$ cat src/rtl/vram_arb_pkg.sv
// vram_arb_pkg: shared types for the VRAM arbiter and its read-return pipeline.
// Used by vram_arbiter and vram_read_pipe (optional stats feature: VRAM_ARB_STATS_EN).
package vram_arb_pkg;

    typedef enum logic {
        IDLE = 1'b0,
        PEND = 1'b1
    } arb_state_t;

    typedef enum logic [1:0] {
        OWN_NONE = 2'd0,
        OWN_DISP = 2'd1,
        OWN_CPU  = 2'd2
    } owner_t;

    // Travels alongside an access so the returning read data can be steered.
    typedef struct packed {
        owner_t owner;
        logic   we;
    } access_tag_t;

    localparam int STATS_W = 16;

endpackage

$ cat src/rtl/vram_read_pipe.sv
// vram_read_pipe: tags each RAM access with its owner and steers ram_rdata back to
// the display or CPU side with a fixed latency of three edges from arbitration.
module vram_read_pipe
    import vram_arb_pkg::*;
#(
    parameter int DATA_W = 8
) (
    input  logic              clk,
    input  logic              reset,
    input  access_tag_t       grant_tag,
    input  logic [DATA_W-1:0] ram_rdata,
    output logic              disp_valid,
    output logic [DATA_W-1:0] disp_data,
    output logic              cpu_ack,
    output logic [DATA_W-1:0] cpu_rdata
);

    access_tag_t tag_p0;
    access_tag_t tag_p1;

    // E0: tag captured together with ram_addr/ram_we; E1: RAM performs the read
    always_ff @(posedge clk or negedge reset) begin
        if (!reset) begin
            tag_p0 <= '{owner: OWN_NONE, we: 1'b0};
            tag_p1 <= '{owner: OWN_NONE, we: 1'b0};
        end else begin
            tag_p0 <= grant_tag;
            tag_p1 <= tag_p0;
        end
    end

    // E2: ram_rdata is valid now; route it and raise the completion pulse
    always_ff @(posedge clk or negedge reset) begin
        if (!reset) begin
            disp_valid <= 1'b0;
            disp_data  <= '0;
            cpu_ack    <= 1'b0;
            cpu_rdata  <= '0;
        end else begin
            disp_valid <= (tag_p1.owner == OWN_DISP);
            cpu_ack    <= (tag_p1.owner == OWN_CPU);
            if (tag_p1.owner == OWN_DISP) begin
                disp_data <= ram_rdata;
            end
            if ((tag_p1.owner == OWN_CPU) && !tag_p1.we) begin
                cpu_rdata <= ram_rdata;
            end
        end
    end

endmodule

$ cat src/rtl/vram_arbiter.sv
// vram_arbiter: one single-port VRAM shared by display scanout (priority) and a CPU port
// with a bounded-wait override. Define VRAM_ARB_STATS_EN to add the collision counter.
module vram_arbiter
    import vram_arb_pkg::*;
#(
    parameter int ADDR_W   = 10,
    parameter int DATA_W   = 8,
    parameter int MAX_WAIT = 16
) (
    input  logic               clk,
    input  logic               reset,
    input  logic               display_on,
    input  logic               disp_req,
    input  logic [ADDR_W-1:0]  disp_addr,
    output logic               disp_valid,
    output logic [DATA_W-1:0]  disp_data,
    output logic               disp_miss,
    input  logic               cpu_req,
    input  logic               cpu_we,
    input  logic [ADDR_W-1:0]  cpu_addr,
    input  logic [DATA_W-1:0]  cpu_wdata,
    output logic               cpu_ack,
    output logic [DATA_W-1:0]  cpu_rdata,
`ifdef VRAM_ARB_STATS_EN
    input  logic               frame_start,
    output logic [STATS_W-1:0] conflict_cnt,
`endif
    output logic [ADDR_W-1:0]  ram_addr,
    output logic               ram_we,
    output logic [DATA_W-1:0]  ram_wdata,
    input  logic [DATA_W-1:0]  ram_rdata
);

    localparam int                WAIT_W     = $clog2(MAX_WAIT + 1);
    localparam logic [WAIT_W-1:0] WAIT_LIMIT = WAIT_W'(MAX_WAIT);

    function automatic logic [WAIT_W-1:0] sat_wait_inc(input logic [WAIT_W-1:0] v);
        return (v == WAIT_LIMIT) ? v : v + 1'b1;
    endfunction

    arb_state_t        state;
    arb_state_t        state_nxt;
    logic [WAIT_W-1:0] wait_cnt;
    logic [WAIT_W-1:0] wait_nxt;

    logic        disp_elig;
    logic        cpu_contend;
    logic        wait_expired;
    logic        cpu_grant;
    logic        disp_grant;
    logic        disp_drop;
    access_tag_t grant_tag;

    assign disp_elig    = disp_req & display_on;
    assign cpu_contend  = (state == IDLE) & cpu_req;
    assign wait_expired = (wait_cnt == WAIT_LIMIT);
    // Display keeps priority until the CPU has waited MAX_WAIT cycles.
    assign cpu_grant    = cpu_contend & (~disp_elig | wait_expired);
    assign disp_grant   = disp_elig & ~cpu_grant;
    assign disp_drop    = disp_elig & cpu_grant;

    always_comb begin
        grant_tag = '{owner: OWN_NONE, we: 1'b0};
        if (cpu_grant) begin
            grant_tag = '{owner: OWN_CPU, we: cpu_we};
        end else if (disp_grant) begin
            grant_tag = '{owner: OWN_DISP, we: 1'b0};
        end
    end

    always_ff @(posedge clk or negedge reset) begin
        if (!reset) begin
            state    <= IDLE;
            wait_cnt <= '0;
        end else begin
            state    <= state_nxt;
            wait_cnt <= wait_nxt;
        end
    end

    // A held cpu_req stays in PEND until its ack so it is never granted twice.
    always_comb begin
        state_nxt = state;
        wait_nxt  = wait_cnt;
        case (state)
            IDLE: begin
                if (cpu_grant) begin
                    state_nxt = PEND;
                    wait_nxt  = '0;
                end else if (cpu_req) begin
                    wait_nxt = sat_wait_inc(wait_cnt);
                end else begin
                    wait_nxt = '0;
                end
            end
            PEND: begin
                wait_nxt = '0;
                if (cpu_ack) begin
                    state_nxt = IDLE;
                end
            end
            default: begin
                state_nxt = IDLE;
                wait_nxt  = '0;
            end
        endcase
    end

    // E0: winner registered onto the RAM port; address holds when nobody is granted
    always_ff @(posedge clk or negedge reset) begin
        if (!reset) begin
            ram_addr  <= '0;
            ram_we    <= 1'b0;
            ram_wdata <= '0;
            disp_miss <= 1'b0;
        end else begin
            disp_miss <= disp_drop;
            ram_we    <= 1'b0;
            if (cpu_grant) begin
                ram_addr <= cpu_addr;
                ram_we   <= cpu_we;
                if (cpu_we) begin
                    ram_wdata <= cpu_wdata;
                end
            end else if (disp_grant) begin
                ram_addr <= disp_addr;
            end
        end
    end

    vram_read_pipe #(
        .DATA_W (DATA_W)
    ) u_read_pipe (
        .clk        (clk),
        .reset      (reset),
        .grant_tag  (grant_tag),
        .ram_rdata  (ram_rdata),
        .disp_valid (disp_valid),
        .disp_data  (disp_data),
        .cpu_ack    (cpu_ack),
        .cpu_rdata  (cpu_rdata)
    );

`ifdef VRAM_ARB_STATS_EN
    function automatic logic [STATS_W-1:0] sat_stats_inc(input logic [STATS_W-1:0] v);
        return (v == {STATS_W{1'b1}}) ? v : v + 1'b1;
    endfunction

    // A collision is a cycle where both sides actually contend for arbitration.
    logic collide;
    assign collide = disp_elig & cpu_contend;

    always_ff @(posedge clk or negedge reset) begin
        if (!reset) begin
            conflict_cnt <= '0;
        end else if (frame_start) begin
            conflict_cnt <= '0;
        end else if (collide) begin
            conflict_cnt <= sat_stats_inc(conflict_cnt);
        end
    end
`endif

endmodule

$ cat config.mk
export PLATFORM = sky130hd
export DESIGN_NAME = vram_arbiter
export DESIGN_NICKNAME = d
export VERILOG_FILES = /design/src/rtl/vram_arb_pkg.sv /design/src/rtl/vram_read_pipe.sv /design/src/rtl/vram_arbiter.sv
export SDC_FILE = /design/constraint.sdc
export NUM_CORES = 1
export LEC_CHECK = 0
export ABC_AREA = 1
export CAP_MARGIN = 25
export CELL_PAD_IN_SITES_DETAIL_PLACEMENT = 2
export CELL_PAD_IN_SITES_GLOBAL_PLACEMENT = 2
export CORE_AREA = 2 2 66 130
export DETAILED_ROUTE_END_ITERATION = 10
export DIE_AREA = 0 0 68 132
export GPL_TIMING_DRIVEN = 0
export MAX_ROUTING_LAYER = met4
export PLACE_DENSITY = 0.89
export SYNTH_ARGS = -nofsm -noshare
export SYNTH_HDL_FRONTEND = slang
export SYNTH_SLANG_ARGS = --single-unit
$ cat constraint.sdc
create_clock -name clk -period 2.7 [get_ports clk]
set_clock_uncertainty 0.05 [all_clocks]
set_input_delay 0.54 -clock clk [delete_from_list [all_inputs] [get_ports clk]]
set_output_delay 0.54 -clock clk [all_outputs]
set_load 0.02 [all_outputs]
==> flow_metrics.py, run 1 <==
metrics = {
    "run_status": {
        "status": "completed",
    },
    "sta": {
        "drv_slew": 0,
        "timing.max_slew.rel_slack_pct": 70.83,
        "final.setup.worst_slack_ns": 0.8152,
        "unrepaired_setup_endpoints_after_global_routing": "no",
        "timing_worst_slew_pin_value_ns": 0.4375,
        "timing.hold.ws_ns": 0.09723,
        "final.period_utilization_pct": 69.81,
        "finalCriticalPeriod_ns": 1.885,
        "achievable-frequency_mhz": 530.5,
        "final-hold-violation-count": 0,
        "fin_tns_setup_ns": 0,
        "setup-violations-final": 0,
    },
    "critical_path": {
        "path_depth": 1,
        "cp_data_required_time_ns": 2.11,
        "cp-end-kind": "primary output",
        "cp.arrival_ns": 1.29,
        "ff2ff_path_depth": 10,
        "criticalPathCategory": "flip-flop to primary output",
        "startpoint_type": "flip-flop",
        "critical_path.startpoint": "ram_addr[9]",
        "worst_r2r_startpoint": "wait_cnt[0]",
        "slowest_stage": "sky130_fd_sc_hd__clkdlybuf4s50_1",
        "rrSetupSlack_ns": 1.10,
        "crit_path_cell_trace": "clkdlybuf4s50_1",
        "cpPeakStageDelay_ns": 0.64,
        "critical_path.n_buffers_inverters": 1,
        "critical_path.top_delay_family": "buffers and inverters",
        "timing.critical_path.fanout_max": 2,
        "r2r_end": "ram_wdata[7]",
        "worstSetupEndpoint": "ram_addr[9]",
    },
    "grt": {
        "antenna_found_initial": 0,
        "grt_pass1_wl_um": 9984,
        "grt.total_usage_pct": 15.09,
        "grt_pass1_vias": 2067,
        "global_route.overflow_total": 0,
        "grt_max_degree": 38,
    },
    "place": {
        "detailedPlace.worstSlack_ns": 0.6291,
        "globalplace.congestion": 0.7352,
        "port-buffer-count": 78,
        "dpl.hpwl_um": 4737,
        "post_dp_cell_area_um2": 2944,
    },
    "detailed_routing": {
        "detailed_router_iteration_count_before_antenna_repair": 4,
        "drc": 0,
        "wire_per_inst_um": 14.77,
        "detail_route.wirelength_um": 6011,
        "via_density_per_instance": 4.531,
        "drt-initial-drc-count": 49,
        "final_antenna_net_count": 0,
        "dr_vias": 1844,
    },
    "layout": {
        "syn_to_final_growth_pct": 53.67,
        "layout.nets": 354,
        "post-route-cell-area_um2": 3117,
        "fill_cells": 918,
        "fraction_of_final_layout_cells_with_drive_strength_greater_than_1_pct": 6.109,
        "antenna-diode-count": 0,
    },
    "pwr": {
        "irDropWorstVdd_mv": 0.4717,
        "static-leakage-power_nw": 1.497,
        "power-per-cell-area_nw_per_um2": 1004,
    },
    "floorplanning": {
        "die_y_um": 132,
        "rows": 46,
        "initial_core_util_pct": 25.54,
        "die_width_um": 68,
        "core_area_um2": 7943,
        "die_area_um2": 8976,
        "io_pins": 80,
    },
    "yosys": {
        "synth_enable_flop_cells": 0,
        "yosys.cell_count.top_type": "sky130_fd_sc_hd__nand2_1",
        "post-synth-top-area-cell": "sky130_fd_sc_hd__dfrtp_1",
        "synth.cell_area_um2": 2028,
        "synthesis.instances": 224,
        "post_synth_top_cells": "58 x sky130_fd_sc_hd__nand2_1, 49 x sky130_fd_sc_hd__dfrtp_1, 31 x sky130_fd_sc_hd__inv_1",
        "synth.yosys.seq_area_share_pct": 60.46,
        "synth.lib_cells_used.distinct": 17,
        "synth_top_area_share_pct": 60.46,
        "syn-mean-instance-area_um2": 9.054,
        "post_synth_main_area_contributors": "sky130_fd_sc_hd__dfrtp_1 60%, sky130_fd_sc_hd__nand2_1 11%, sky130_fd_sc_hd__inv_1 5.7%",
        "yosys_most_used_dff": "sky130_fd_sc_hd__dfrtp_1",
        "flop_and_latch_count_out_of_synthesis": 49,
        "yosysWarnings": 0,
        "synthesis.nets": 268,
        "synth_async_sr_flop_share_pct": 100.0,
    },
    "clock_network": {
        "cts_max_level": 2,
        "hold_buffers": 0,
        "tritoncts": "built",
        "postCtsSetupRepairBufs": 0,
        "cts_root_buffer": "sky130_fd_sc_hd__clkbuf_16",
        "clock_transition_at_the_registers_of_the_reported_paths_ns": 0.06,
        "cts_buffers": 5,
        "cts_resized": 0,
        "clk_path_buf_depth": 2,
        "worstSkewPairLatency_ns": 0.29,
        "cts_num_sinks": 49,
    },
    "min_path": {
        "worst_min_delay_path_category": "input pin to async pin",
    },
    "run": {
        "cap_violations": 0,
    },
}
-- stage by stage --
| step | cells | util [%] | power (mW) |
|---|---|---|---|
| 3_5_place_dp | 399 | 37.07 | 2.445 |
| 5_1_grt | 407 | 39.24 | 3.320 |
| 4_1_cts | 407 | 39.24 | 3.186 |
| 3_3_place_gp | 398 | 36.88 | 2.383 |
| 6_report | 407 | 39.24 | 3.128 |
| 2_1_floorplan | 224 | - | 1.738 |
-- registers in the layout, indices dropped and copies added (netlist names) --
| name | flops |
|---|---|
| u_read_pipe.tag_p0 | 2 |
| u_read_pipe.disp_valid | 1 |
| u_read_pipe.disp_data | 8 |
| u_read_pipe.cpu_ack | 1 |
| state | 1 |
| ram_we | 1 |
| disp_miss | 1 |
| ram_wdata | 8 |
| wait_cnt | 5 |
| u_read_pipe.cpu_rdata | 8 |
| ram_addr | 10 |
| u_read_pipe.tag_p1 | 3 |
-- report_power, final --
group | switching (mW) | leakage [nW] | internal (mW)
combinational | 0.678 | 0.795 | 0.594
sequential | 0.144 | 0.618 | 0.990
clock | 0.259 | 0.0841 | 0.463
-- worst min-delay path by stage --
stage / cells past startpoint / from / endpoint / slack, ns
after floorplan: 0 / reset / disp_miss / 0.19
after global placement: 0 / u_read_pipe.tag_p0[1] / u_read_pipe.tag_p1[1] / 0.28
after detailed placement: 0 / u_read_pipe.tag_p0[1] / u_read_pipe.tag_p1[1] / 0.29
after CTS: 1 / reset / ram_wdata[4] / 0.10
after global routing: 1 / reset / ram_wdata[4] / 0.11
final: 1 / reset / ram_wdata[4] / 0.1
-- layer usage --
| layer | wire length (um) | GRT usage (%) | up-vias |
|---|---|---|---|
| met5 | 0 | - | - |
| met4 | 109 | 5.333 | 0 |
| met3 | 186 | 2.050 | 5 |
| met2 | 3633 | 28.26 | 49 |
| met1 | 2082 | 14.87 | 924 |
| li1 | - | - | 866 |
-- layout by cell type (no fill, tap or decap) --
cell	instances
sky130_fd_sc_hd__nand2_1	58
sky130_fd_sc_hd__nand3_2	1
sky130_fd_sc_hd__clkdlybuf4s50_1	77
sky130_fd_sc_hd__nor2_1	21
sky130_fd_sc_hd__buf_2	4
sky130_fd_sc_hd__buf_12	1
sky130_fd_sc_hd__xnor2_1	1
sky130_fd_sc_hd__clkbuf_16	5
sky130_fd_sc_hd__nand4_1	8
sky130_fd_sc_hd__nand3_1	23
sky130_fd_sc_hd__buf_6	3
sky130_fd_sc_hd__nor2_2	1
sky130_fd_sc_hd__buf_4	2
sky130_fd_sc_hd__bufinv_16	1
sky130_fd_sc_hd__xor2_1	2
sky130_fd_sc_hd__o21ai_0	17
sky130_fd_sc_hd__inv_1	31
sky130_fd_sc_hd__dfrtp_1	49
sky130_fd_sc_hd__clkbuf_8	1
sky130_fd_sc_hd__ha_1	2
sky130_fd_sc_hd__buf_1	1
sky130_fd_sc_hd__clkbuf_1	2
-- kinds of logic after synthesis --
group	synth area share (%)
AND/OR/NAND/NOR	23.57
AO/OA/AOI/OAI	4.195
flip-flops	60.46
adder cells (fa/ha/maj)	1.234
XOR/XNOR	1.296
buffers and inverters	9.253
-- cell type report --
type                       instances  area (um2)  share of cell area, %
buffer                            10       71.32                  2.288
clock buffer                       7       142.6                  4.576
clock inverter                     1       30.03                 0.9635
inverter                          31       116.4                  3.733
multi-input combinational        134       614.3                  19.71
sequential                        49        1226                  39.34
tap                               96       120.1                  3.854
timing repair buffer              79       795.8                  25.53
Power figures use the tool's default switching activity.
==> run 2: changes to the inputs <==
--- a/config.mk
+++ b/config.mk
@@ -9,12 +9,12 @@
 export CAP_MARGIN = 25
 export CELL_PAD_IN_SITES_DETAIL_PLACEMENT = 2
 export CELL_PAD_IN_SITES_GLOBAL_PLACEMENT = 2
-export CORE_AREA = 2 2 66 130
+export CORE_AREA = 2 2 69 136
 export DETAILED_ROUTE_END_ITERATION = 10
-export DIE_AREA = 0 0 68 132
+export DIE_AREA = 0 0 71 138
 export GPL_TIMING_DRIVEN = 0
 export MAX_ROUTING_LAYER = met4
-export PLACE_DENSITY = 0.89
+export PLACE_DENSITY = 0.83
 export SYNTH_ARGS = -nofsm -noshare
 export SYNTH_HDL_FRONTEND = slang
 export SYNTH_SLANG_ARGS = --single-unit
==> constraint.sdc (replaced) <==
create_clock -name clk -period 2 [get_ports clk]
set_clock_uncertainty 0.05 [all_clocks]
set_input_delay 0.4 -clock clk [delete_from_list [all_inputs] [get_ports clk]]
set_output_delay 0.4 -clock clk [all_outputs]
set_load 0.02 [all_outputs]
==> flow_metrics.py, run 2 (synthesis gave the netlist of run 1 again) <==
metrics = {
    "pwr": {
        "combinationalPowerShare_pct": 42.1,
        "static-leakage-power_nw": 1.484,
        "seq_power_share_pct": 37.6,
        "switchingPower_mw": 1.455,
        "power-per-cell-area_nw_per_um2": 1311,
        "internal_power_mw": 2.598,
        "irDropWorstVdd_mv": 0.5837,
        "netSwitchingFraction_pct": 35.90,
        "clock_power_share_pct": 20.2,
    },
    "min_path": {
        "worst_min_delay_path_category": "input pin to async pin",
    },
    "critical_path": {
        "path_depth": 1,
        "critical_path.top_delay_family": "buffers and inverters",
        "critical_path.n_buffers_inverters": 1,
        "timing.critical_path.fanout_max": 2,
        "worst_r2r_startpoint": "wait_cnt[0]",
        "slowest_stage": "sky130_fd_sc_hd__clkdlybuf4s50_1",
        "cp-end-kind": "primary output",
        "cpPeakStageDelay_ns": 0.65,
        "cp_data_required_time_ns": 1.55,
        "crit_path_cell_trace": "clkdlybuf4s50_1",
        "startpoint_type": "flip-flop",
        "criticalPathCategory": "flip-flop to primary output",
        "ff2ff_path_depth": 10,
        "rrSetupSlack_ns": 0.41,
        "cp.arrival_ns": 1.30,
        "r2r_end": "ram_wdata[4]",
    },
    "sta": {
        "timing.hold.ws_ns": 0.04791,
        "finalCriticalPeriod_ns": 1.755,
        "drv_slew": 0,
        "fin_tns_setup_ns": 0,
        "timing_worst_slew_pin_value_ns": 0.5602,
        "timing.max_slew.rel_slack_pct": 62.65,
        "setup-violations-final": 0,
        "final.period_utilization_pct": 87.74,
        "unrepaired_setup_endpoints_after_global_routing": "no",
        "final-hold-violation-count": 0,
        "achievable-frequency_mhz": 569.8,
    },
    "detailed_routing": {
        "final_antenna_net_count": 0,
        "detailed_router_iteration_count_before_antenna_repair": 2,
        "detail_route.wirelength_um": 5988,
        "drc": 0,
        "drt-initial-drc-count": 73,
        "wire_per_inst_um": 14.50,
        "dr_vias": 1828,
        "via_density_per_instance": 4.426,
    },
    "clock_network": {
        "worstSkewPairLatency_ns": 0.29,
        "cts_max_level": 2,
        "cts_root_buffer": "sky130_fd_sc_hd__clkbuf_16",
        "cts_resized": 0,
        "cts_num_sinks": 49,
        "clock_transition_at_the_registers_of_the_reported_paths_ns": 0.07,
        "clk_path_buf_depth": 2,
        "postCtsSetupRepairBufs": 0,
        "hold_buffers": 0,
        "cts_buffers": 5,
        "tritoncts": "built",
    },
    "place": {
        "placed_cells_incl_taps": 405,
        "dpl.hpwl_um": 4806,
        "globalplace.congestion": 0.7572,
        "port-buffer-count": 78,
    },
    "floorplanning": {
        "initial_core_util_pct": 22.81,
        "core_area_um2": 8890,
        "die_y_um": 138,
        "io_pins": 80,
        "die_area_um2": 9798,
        "die_width_um": 71,
        "rows": 49,
    },
    "grt": {
        "antenna_found_initial": 0,
        "grt_max_degree": 29,
        "global_route.overflow_total": 0,
        "grt_pass1_wl_um": 10260,
        "grt_pass1_vias": 2026,
        "grt.total_usage_pct": 13.68,
    },
    "layout": {
        "antenna-diode-count": 0,
        "registers.top_by_ff_count": "ram_addr",
        "final_cell_count_no_fill": 413,
        "post-route-util_pct": 34.76,
        "mostFrequentLayoutCells": "77 x sky130_fd_sc_hd__clkdlybuf4s50_1, 58 x sky130_fd_sc_hd__nand2_1, 49 x sky130_fd_sc_hd__dfrtp_1",
        "syn_to_final_growth_pct": 52.37,
        "layout_commonest_cell": "sky130_fd_sc_hd__clkdlybuf4s50_1",
        "layout.nets": 354,
        "largest_register_ffs": 10,
        "fraction_of_final_layout_cells_with_drive_strength_greater_than_1_pct": 6.109,
    },
    "run_status": {
        "status": "completed",
    },
    "run": {
        "cap_violations": 0,
    },
}
[run 2: changes by cell type in the layout (fill, tap and decap cells not counted)]
| cell | before | now |
|---|---|---|
| sky130_fd_sc_hd__clkbuf_8 | 1 | 0 |
| sky130_fd_sc_hd__clkinv_2 | 0 | 2 |
| sky130_fd_sc_hd__bufinv_16 | 1 | 0 |
[run 2: power groups by stage]
stage	sequential (mW)	combinational, mW	clock, mW
final	1.52	1.71	0.820
after global placement	1.54	1.68	0
after detailed placement	1.55	1.74	0
after floorplan	1.92	0.422	0
after global routing	1.58	1.86	0.903
after CTS	1.54	1.75	0.857
[run 2: routing by layer]
metal / global-route usage, % / wire length, um / vias up
li1: - / - / 863
met1: 14.03 / 2170 / 903
met2: 24.64 / 3406 / 52
met3: 2.114 / 204 / 10
met4: 6.554 / 206 / 0
met5: - / 0 / -
[run 2: how the worst max path moves through the flow]
stage	slack (ns)	start	endpoint
final	0.25	ram_addr[0]	ram_addr[0]
after floorplan	0.65	wait_cnt[0]	ram_addr[7]
after global routing	0.21	wait_cnt[0]	ram_wdata[2]
after CTS	0.23	ram_addr[0]	ram_addr[0]
after detailed placement	0.08	cpu_req	ram_wdata[4]
after global placement	-1.01	reset	ram_wdata[7]
[run 2: per-stage QoR]
stage	power (mW)	setup WS, ns	instance area, um2
finish	4.052	0.2451	3090
global placement	3.220	-1.014	2937
detailed placement	3.290	0.07657	2952
global route	4.344	0.2086	3090
CTS	4.139	0.2333	3090
floorplan	2.346	0.6465	2028
[run 2: final cells by class]
cell class                      count  area [um2]
Clock buffer                        6       128.9
Timing Repair Buffer               79       795.8
Buffer                             10       71.32
Clock inverter                      2       10.01
Fill cell                         996        5799
Inverter                           31       116.4
Multi-Input combinational cell    134       614.3
Tap cell                          102       127.6
Sequential cell                    49        1226
==> run 3: changes to the inputs <==
--- a/config.mk
+++ b/config.mk
@@ -9,12 +9,12 @@
 export CAP_MARGIN = 25
 export CELL_PAD_IN_SITES_DETAIL_PLACEMENT = 2
 export CELL_PAD_IN_SITES_GLOBAL_PLACEMENT = 2
-export CORE_AREA = 2 2 69 136
+export CORE_AREA = 2 2 71 141
 export DETAILED_ROUTE_END_ITERATION = 10
-export DIE_AREA = 0 0 71 138
+export DIE_AREA = 0 0 73 143
 export GPL_TIMING_DRIVEN = 0
 export MAX_ROUTING_LAYER = met4
-export PLACE_DENSITY = 0.83
+export PLACE_DENSITY = 0.82
 export SYNTH_ARGS = -nofsm -noshare
 export SYNTH_HDL_FRONTEND = slang
 export SYNTH_SLANG_ARGS = --single-unit
==> constraint.sdc (replaced) <==
create_clock -name clk -period 1.5 [get_ports clk]
set_clock_uncertainty 0.05 [all_clocks]
set_input_delay 0.3 -clock clk [delete_from_list [all_inputs] [get_ports clk]]
set_output_delay 0.3 -clock clk [all_outputs]
set_load 0.02 [all_outputs]
==> flow_metrics.py, run 3 (synthesis gave the netlist of run 1 again) <==
metrics = {
    "clock_network": {
        "clock_transition_at_the_registers_of_the_reported_paths_ns": 0.06,
        "cts_max_level": 2,
        "cts_num_sinks": 49,
        "clk_path_buf_depth": 2,
        "cts_buffers": 5,
        "tritoncts": "built",
        "worstSkewPairLatency_ns": 0.29,
        "cts_root_buffer": "sky130_fd_sc_hd__clkbuf_16",
    },
    "sta": {
        "setup-violations-final": 0,
        "drv_slew": 0,
        "finalCriticalPeriod_ns": 1.442,
        "timing.max_slew.rel_slack_pct": 58.94,
        "unrepaired_setup_endpoints_after_global_routing": "yes",
        "final.period_utilization_pct": 96.12,
        "final-hold-violation-count": 0,
        "timing_worst_slew_pin_value_ns": 0.6159,
        "achievable-frequency_mhz": 693.6,
    },
    "place": {
        "globalplace.congestion": 0.7483,
        "placed_cells_incl_taps": 407,
        "dpl.hpwl_um": 4904,
        "port-buffer-count": 78,
    },
    "layout": {
        "fraction_of_final_layout_cells_with_drive_strength_greater_than_1_pct": 11.67,
        "layout_commonest_cell": "sky130_fd_sc_hd__nand2_1",
        "area_of_combinational_cells_with_multiple_inputs_um2": 671.9,
        "syn_to_final_growth_pct": 57.74,
        "mostFrequentLayoutCells": "52 x sky130_fd_sc_hd__nand2_1, 49 x sky130_fd_sc_hd__dfrtp_1, 39 x sky130_fd_sc_hd__clkdlybuf4s50_1",
        "sequential_cell_area_um2": 1226,
        "registers.top_by_ff_count": "ram_addr",
        "fill_cells": 1050,
        "post-route-util_pct": 34.32,
        "final_cell_count_no_fill": 421,
        "layout.nets": 361,
        "largest_register_ffs": 10,
        "antenna-diode-count": 0,
    },
    "pwr": {
        "switchingPower_mw": 1.976,
        "static-leakage-power_nw": 1.629,
        "seq_power_share_pct": 38.7,
        "combinationalPowerShare_pct": 39.7,
        "clock_power_share_pct": 21.6,
        "netSwitchingFraction_pct": 37.86,
        "totalPowerFinal_mw": 5.220,
        "internal_power_mw": 3.244,
        "irDropWorstVdd_mv": 0.5719,
        "power-per-cell-area_nw_per_um2": 1632,
    },
    "critical_path": {
        "crit_top_cell": "sky130_fd_sc_hd__nand2_2",
        "critical_path.top_delay_family": "buffers and inverters",
        "cp-end-kind": "flip-flop",
        "cp_data_required_time_ns": 1.63,
        "startpoint_type": "input pin",
        "timing.critical_path.fanout_max": 11,
        "critical_path.n_buffers_inverters": 3,
        "cp.arrival_ns": 1.57,
        "slowest_stage": "sky130_fd_sc_hd__clkdlybuf4s50_1",
        "cpPeakStageDelay_ns": 0.46,
        "crit_path_cell_trace": "clkdlybuf4s50_1, inv_1, nor2_2, buf_4, nand3_4, nand2_2, nand2_2",
        "criticalPathCategory": "input pin to flip-flop",
    },
    "min_path": {
        "worst_min_delay_path_category": "flip-flop to flip-flop",
    },
    "floorplanning": {
        "core_area_um2": 9321,
        "rows": 50,
        "die_y_um": 143,
        "die_area_um2": 10440,
        "initial_core_util_pct": 21.76,
        "io_pins": 80,
        "die_width_um": 73,
    },
    "detailed_routing": {
        "drc": 0,
        "detail_route.wirelength_um": 6702,
        "drt-initial-drc-count": 22,
        "wire_per_inst_um": 15.92,
        "dr_vias": 1885,
        "detailed_router_iteration_count_before_antenna_repair": 4,
        "final_antenna_net_count": 0,
        "via_density_per_instance": 4.477,
    },
    "grt": {
        "antenna_found_initial": 0,
        "global_route.overflow_total": 0,
        "grt.total_usage_pct": 13.57,
        "grt_pass1_wl_um": 10400,
        "grt_max_degree": 40,
        "grt_pass1_vias": 2040,
    },
    "run": {
        "cap_violations": 0,
    },
    "run_status": {
        "status": "completed",
    },
}
-- run 3: layer usage --
layer | GRT usage [%] | part of all wire, %
met1 | 13.16 | 35
met2 | 25.56 | 60
met3 | 1.976 | 2.8
met4 | 5.848 | 2.2
met5 | - | 0
-- run 3: area by class of cell --
cell class | instances | share of cell area, %
buffer | 10 | 2.698
clock buffer | 7 | 4.458
inverter | 31 | 3.637
multi-input combinational | 135 | 21.00
sequential | 49 | 38.33
tap | 104 | 4.067
timing repair buffer | 85 | 25.81
-- run 3: per-stage QoR --
| step | setup TNS [ns] | hold slack, ns | area [um2] | worst slack (ns) |
|---|---|---|---|---|
| global route | -0.08203 | 0.3211 | 3199 | -0.03096 |
| CTS | 0 | 0.3164 | 3108 | 0.008091 |
| detailed placement | -6.376 | 0.1559 | 2954 | -0.3024 |
| floorplan | 0 | -0.04559 | 2028 | 0.1465 |
| global placement | -75.25 | 0.2831 | 2939 | -1.436 |
| finish | 0 | 0.3125 | 3199 | 0.05820 |
-- run 3: final timing paths --
| check | start | end | slack, ns | depth (start not counted) |
|---|---|---|---|---|
| max | cpu_req | ram_wdata[6] | 0.06 | 7 |
| min | u_read_pipe.tag_p0[2] | u_read_pipe.tag_p1[2] | 0.31 | 0 |
| max reg2reg | wait_cnt[1] | ram_wdata[6] | 0.07 | 10 |
| min reg2reg | u_read_pipe.tag_p0[2] | u_read_pipe.tag_p1[2] | 0.31 | 0 |
| max in group asynchronous | reset | u_read_pipe.cpu_rdata[2] | 0.49 | 3 |
| min in group asynchronous | reset | ram_wdata[7] | 0.39 | 2 |
-- run 3: power by group through the flow --
stage	sequential, mW	clock, mW	combinational (mW)
2_1_floorplan	2.56	0	0.563
3_5_place_dp	2.07	0	2.34
5_1_grt	2.09	1.22	2.27
3_3_place_gp	2.04	0	2.26
4_1_cts	2.03	1.19	2.07
6_report	2.02	1.13	2.07
-- run 3: what timing repair did --
| action | in CTS | in global routing |
|---|---|---|
| hold endpoints to repair | 10 | 0 |
| hold buffers | 1 | 0 |
| gates resized for setup | 40 | 18 |
| setup endpoints to repair | 56 | 23 |
| cloned | 1 | 1 |
| pin swaps | 0 | 3 |
| setup buffers | 2 | 2 |
